## src/rtl/spi_mem_ctrl.sv

```systemverilog
// Single-byte SPI SRAM engine (mode 0) for the CPU datapath memory port.
// Define MEM_BURST_EN to keep CS low after a transfer for sequential-address bursts.
module spi_mem_ctrl #(
    parameter int CLK_DIV    = 2,
    parameter int CS_HIGH    = 2,
    parameter int ADDR_WIDTH = 15,
    parameter int DATA_WIDTH = 8
) (
    input  logic                  clk,
    input  logic                  reset,
    input  logic                  req,
    input  logic                  we,
    input  logic [ADDR_WIDTH-1:0] addr,
    input  logic [DATA_WIDTH-1:0] wdata,
    output logic [DATA_WIDTH-1:0] rdata,
    output logic                  busy,
    output logic                  done,
    output logic                  spi_sclk,
    output logic                  spi_cs_n,
    output logic                  spi_mosi,
    input  logic                  spi_miso
);

    localparam int FW   = 9 + ADDR_WIDTH + DATA_WIDTH;
    localparam int BW   = $clog2(FW);
    localparam int DMAX = (CLK_DIV > CS_HIGH) ? CLK_DIV : CS_HIGH;
    localparam int CW   = $clog2(DMAX + 1);

    localparam logic [CW-1:0] DIV_END  = CW'(CLK_DIV - 1);
    localparam logic [CW-1:0] REC_END  = CW'(CS_HIGH - 1);
    localparam logic [BW-1:0] LAST_BIT = BW'(FW - 1);

`ifdef MEM_BURST_EN
    localparam logic [BW-1:0] DATA_BIT = BW'(FW - DATA_WIDTH);

    typedef enum logic [1:0] {IDLE, SHIFT, RECOVER, HOLD} state_t;
`else
    typedef enum logic [1:0] {IDLE, SHIFT, RECOVER} state_t;
`endif

    state_t                state;
    logic [FW-1:0]         shreg;
    logic [FW-1:0]         frame;
    logic [DATA_WIDTH-1:0] rx;
    logic [CW-1:0]         cnt;
    logic [BW-1:0]         bit_idx;
    logic                  is_write;

    // Wire bit 15 of the address is forced to 0: only 32 KiB reachable.
    assign frame = {(we ? 8'h02 : 8'h03), 1'b0, addr,
                    wdata & {DATA_WIDTH{we}}};

`ifdef MEM_BURST_EN
    logic [ADDR_WIDTH-1:0] last_addr;
    logic                  pending;
    logic                  seq;

    // Widened compare so the top address never continues into a wrap.
    assign seq = (we == is_write) &&
                 ({1'b0, addr} ==
                  {1'b0, last_addr} + {{ADDR_WIDTH{1'b0}}, 1'b1});
`endif

    always_ff @(posedge clk or negedge reset) begin
        if (!reset) begin
            state    <= IDLE;
            shreg    <= '0;
            rx       <= '0;
            cnt      <= '0;
            bit_idx  <= '0;
            is_write <= 1'b0;
            rdata    <= '0;
            busy     <= 1'b0;
            done     <= 1'b0;
            spi_sclk <= 1'b0;
            spi_cs_n <= 1'b1;
            spi_mosi <= 1'b0;
`ifdef MEM_BURST_EN
            last_addr <= '0;
            pending   <= 1'b0;
`endif
        end else begin
            done <= 1'b0;
            unique case (state)
                IDLE: begin
                    if (req) begin
                        shreg    <= frame;
                        spi_mosi <= frame[FW-1];
                        spi_cs_n <= 1'b0;
                        busy     <= 1'b1;
                        is_write <= we;
                        cnt      <= '0;
                        bit_idx  <= '0;
                        state    <= SHIFT;
`ifdef MEM_BURST_EN
                        last_addr <= addr;
`endif
                    end
                end
                SHIFT: begin
                    if (cnt != DIV_END) begin
                        cnt <= cnt + 1'b1;
                    end else begin
                        cnt <= '0;
                        if (!spi_sclk) begin
                            spi_sclk <= 1'b1;
                            rx       <= {rx[DATA_WIDTH-2:0], spi_miso};
                        end else begin
                            spi_sclk <= 1'b0;
                            if (bit_idx == LAST_BIT) begin
                                done     <= 1'b1;
                                spi_mosi <= 1'b0;
                                if (!is_write) rdata <= rx;
`ifdef MEM_BURST_EN
                                busy  <= 1'b0;
                                state <= HOLD;
`else
                                spi_cs_n <= 1'b1;
                                state    <= RECOVER;
`endif
                            end else begin
                                shreg    <= {shreg[FW-2:0], 1'b0};
                                spi_mosi <= shreg[FW-2];
                                bit_idx  <= bit_idx + 1'b1;
                            end
                        end
                    end
                end
                RECOVER: begin
                    if (cnt != REC_END) begin
                        cnt <= cnt + 1'b1;
                    end else begin
                        cnt <= '0;
`ifdef MEM_BURST_EN
                        if (pending) begin
                            pending  <= 1'b0;
                            spi_cs_n <= 1'b0;
                            spi_mosi <= shreg[FW-1];
                            bit_idx  <= '0;
                            state    <= SHIFT;
                        end else begin
                            busy  <= 1'b0;
                            state <= IDLE;
                        end
`else
                        busy  <= 1'b0;
                        state <= IDLE;
`endif
                    end
                end
`ifdef MEM_BURST_EN
                HOLD: begin
                    if (req) begin
                        is_write  <= we;
                        last_addr <= addr;
                        busy      <= 1'b1;
                        cnt       <= '0;
                        if (seq) begin
                            // Memory auto-increments: send only the data byte.
                            shreg <= {wdata & {DATA_WIDTH{we}},
                                      {(FW - DATA_WIDTH){1'b0}}};
                            spi_mosi <= we & wdata[DATA_WIDTH-1];
                            bit_idx  <= DATA_BIT;
                            state    <= SHIFT;
                        end else begin
                            shreg    <= frame;
                            spi_cs_n <= 1'b1;
                            spi_mosi <= 1'b0;
                            pending  <= 1'b1;
                            state    <= RECOVER;
                        end
                    end
                end
`endif
                default: state <= IDLE;
            endcase
        end
    end

endmodule

```

## config.mk

```make
export PLATFORM = sky130hd
export DESIGN_NAME = spi_mem_ctrl
export DESIGN_NICKNAME = d
export VERILOG_FILES = /design/src/rtl/spi_mem_ctrl.sv
export SDC_FILE = /design/constraint.sdc
export NUM_CORES = 1
export LEC_CHECK = 0
export CORE_MARGIN = 3
export CORE_UTILIZATION = 58
export DETAILED_ROUTE_END_ITERATION = 7
export PLACE_DENSITY_LB_ADDON = 0.3
export REMOVE_ABC_BUFFERS = 1
export SYNTH_ARGS = -nofsm -noshare
export SYNTH_HDL_FRONTEND = slang
export SYNTH_SLANG_ARGS = --single-unit
```

## constraint.sdc

```tcl
create_clock -name clk -period 5.7 [get_ports clk]
set_input_delay 0.855 -clock clk [delete_from_list [all_inputs] [get_ports clk]]
set_output_delay 0.855 -clock clk [all_outputs]
set_load 0.02 [all_outputs]
```

==> impl_metrics.py <==
metrics = {
    "synthesis": {
        "synth_area_leaders": "dfrtp_1 54%, nor2_1 5.0%, mux2_4 4.2%",
        "ys_ff_latch": 62,
        "synth_edf_count": 0,
        "synth_fa_ha_area_frac": 0.0265,
        "syn_area_um2": 2830,
        "synth-simple-area-share": 0.156,
        "ys_warn_count": 0,
        "synthCells": 255,
        "synthXorXnorAreaFrac": 0.00310,
        "netlist-cell-type-count": 47,
        "ys_seq_area_frac": 0.549,
        "ys.flop_type": "dfrtp_1",
        "synthArstFlopShare": 1.00,
        "synth_top_family_by_area": "simple AND/OR/NAND/NOR gates",
        "synth_top_area_cell": "dfrtp_1",
        "synth_area_per_cell_um2": 11.1,
        "synth_compound_area_frac": 0.150,
        "synthMuxAreaShare": 0.0854,
        "synth_top_area_share": 0.540,
    },
    "clock_tree": {
        "cts_resized": 0,
        "numCtsBuffers": 9,
        "cts_sinks": 62,
        "cts_buffer_depth": 2,
        "cts_setup_buffers": 0,
        "cts_root_buffer": "clkbuf_8",
        "clkSlewWorstSetupHoldPaths_ns": 0.07,
        "cts_tree": "yes",
        "insertion_delay_ns": 0.34,
        "htreeDepth": 3,
        "cts_hold_buf": 0,
    },
    "worst_setup_path": {
        "rrSetupSlack_ns": 2.58,
        "criticalPathCategory": "primary input to flop",
        "start_kind": "primary input",
        "max_stage_delay_ns": 0.83,
        "crit_path_max_fanout": 23,
        "worstPathRequired_ns": 5.91,
        "critPathCaptureType": "flop",
        "worstPathArrival_ns": 3.50,
        "cp_top_family": "simple AND/OR/NAND/NOR gates",
        "critPathBufInv": 1,
        "critical-path-slowest-cell": "nand4b_1",
        "path_cells": "clkdlybuf4s50_1 -> nand2b_1 -> nand4b_1 -> o22ai_1 -> nor2_1",
    },
    "global_route": {
        "grt_pass1_vias": 1988,
        "grt_pass1_wl_mm": 9.37,
        "grt_antenna_before_repair": 0,
        "grt_max_degree": 63,
        "grt_overflow": 0,
        "grt.total_usage": 0.222,
    },
    "finish": {
        "antenna_cells": 0,
        "layout_common_cells": "61 x dfrtp_1, 39 x clkdlybuf4s50_1, 38 x nor2_1",
        "layout-drive-gt1-share": 0.134,
        "postLayoutCellArea_um2": 3460,
        "final_nets": 328,
        "layout_commonest_cell": "dfrtp_1",
        "area_growth_pct": 22.5,
        "n_fill_cell": 297,
    },
    "die": {
        "start_util": 0.624,
        "fp.coreArea_um2": 4530,
        "rows": 24,
        "die_h_um": 75.8,
        "num_io_pins": 41,
        "dieWidth_um": 75.8,
        "die_area_um2": 5750,
    },
    "place": {
        "port_buffers": 40,
        "dp_hpwl_mm": 3.91,
        "gp_congestion": 0.844,
        "dpl-instance-area_um2": 3250,
    },
    "power_and_ir_drop": {
        "power_frac_comb": 0.314,
        "p_leak_nw": 1.47,
        "clockPowerShare": 0.261,
        "ir_worst_vdd_v": 0.000378,
        "p_seq_frac": 0.425,
        "power.density_nw_per_um2": 469,
        "sw_frac_of_total": 0.344,
        "p_switching_uw": 558,
        "internal-power_mw": 1.06,
    },
    "sta": {
        "rsz0062_at_grt": "no",
        "tightest_slew_ns": 0.978,
        "fin_tns_setup_ns": 0,
        "whs_ns": 0.498,
        "fmax_mhz": 304,
        "finalCriticalPeriod_ns": 3.29,
        "timing.final.crit_share": 0.577,
        "hold_viol": 0,
        "maxSlewViolCount": 0,
        "fin_skew_ns": 0.00553,
        "slew_headroom": 0.344,
        "setup-violations-final": 0,
    },
    "detailed_routing": {
        "first_iter_violations": 134,
        "drc": 0,
        "wl_mm": 5.85,
        "firstDrtPassIters": 4,
        "via_per_inst": 5.71,
        "vias": 2079,
        "drtAntennaViolNets": 0,
        "routedWlPerCell_um": 16.1,
    },
    "job": {
        "maxCapViolCount": 0,
    },
    "min_path": {
        "min_path_type": "flop to flop",
    },
    "outcome": {
        "outcome": "finished, final reports clean",
    },
}
power groups by stage:
stage | clock (mW) | combinational (mW) | sequential, mW
floorplan | 0 | 0.377 | 0.665
global placement | 0 | 0.488 | 0.686
detailed placement | 0 | 0.508 | 0.693
CTS | 0.427 | 0.511 | 0.687
global route | 0.452 | 0.566 | 0.707
finish | 0.424 | 0.510 | 0.689
final cells by class:
class                   count  area, um2  area share
clock buffers              12        145      0.0419
flip-flops and latches     62       1550       0.448
multi-input cells         175       1190       0.344
inverters                   5       18.8     0.00542
repair buffers             41        403       0.116
clock inverters             4       70.1      0.0202
well taps                  65       81.3      0.0235
kinds of logic after synthesis:
kind of cell,after synthesis
buffers and inverters,18
AO/OA/AOI/OAI,59
flip-flops,62
adder cells (fa/ha/maj),6
AND/OR/NAND/NOR,90
multiplexers,19
XOR/XNOR,1
metal layers:
metal,GRT usage,wire length [um]
met5,0,0
met1,0.282,2560
met2,0.350,2950
met3,0.0792,262
met4,0.0796,85
cell usage after synthesis, types with 2 or more instances:
library cell and instances:
inv_1 5, and2b_1 2, o21ai_0 10, nand3b_1 2
o221a_2 3, ha_1 6, o211ai_1 2, nor3_1 6
clkbuf_1 8, nand2b_1 3, a32o_1 2, mux2_4 8
nand3_1 6, o221a_1 5, a21oi_1 9, mux2_2 9
a22o_1 8, nand4b_1 2, nor2_1 38, dfrtp_1 61
nand2_1 18, buf_2 3, o22ai_1 12, nor3b_1 3
mux2i_1 2
through the flow:
| stage | setup slack, ns | utilization | power (mW) | instances |
|---|---|---|---|---|
| 6_report | 2.41 | 0.764 | 1.62 | 364 |
| 5_1_grt | 2.16 | 0.764 | 1.73 | 364 |
| 4_1_cts | 2.44 | 0.764 | 1.62 | 364 |
| 3_5_place_dp | 2.10 | 0.716 | 1.20 | 348 |
| 3_3_place_gp | 2.17 | 0.716 | 1.17 | 348 |
| 2_1_floorplan | 3.28 | - | 1.04 | 242 |
worst paths after layout:
kind	to	cells past startpoint	start
max in group asynchronous	shreg[26]	2	reset
min in group asynchronous	rdata[0]	2	reset
hold / removal	shreg[25]	1	shreg[24]
hold reg to reg	shreg[25]	1	shreg[24]
setup / recovery	shreg[22]	5	req
setup reg to reg	shreg[22]	6	state[1]
state kept, by name, indices dropped and copies added (netlist names):
name / count
rx: 8
shreg: 31
bit_idx: 5
busy: 1
spi_mosi: 1
is_write: 1
rdata: 8
cnt: 2
spi_sclk: 1
state: 2
done: 1
spi_cs_n: 1
No activity file was read; power rests on OpenSTA's default activity.
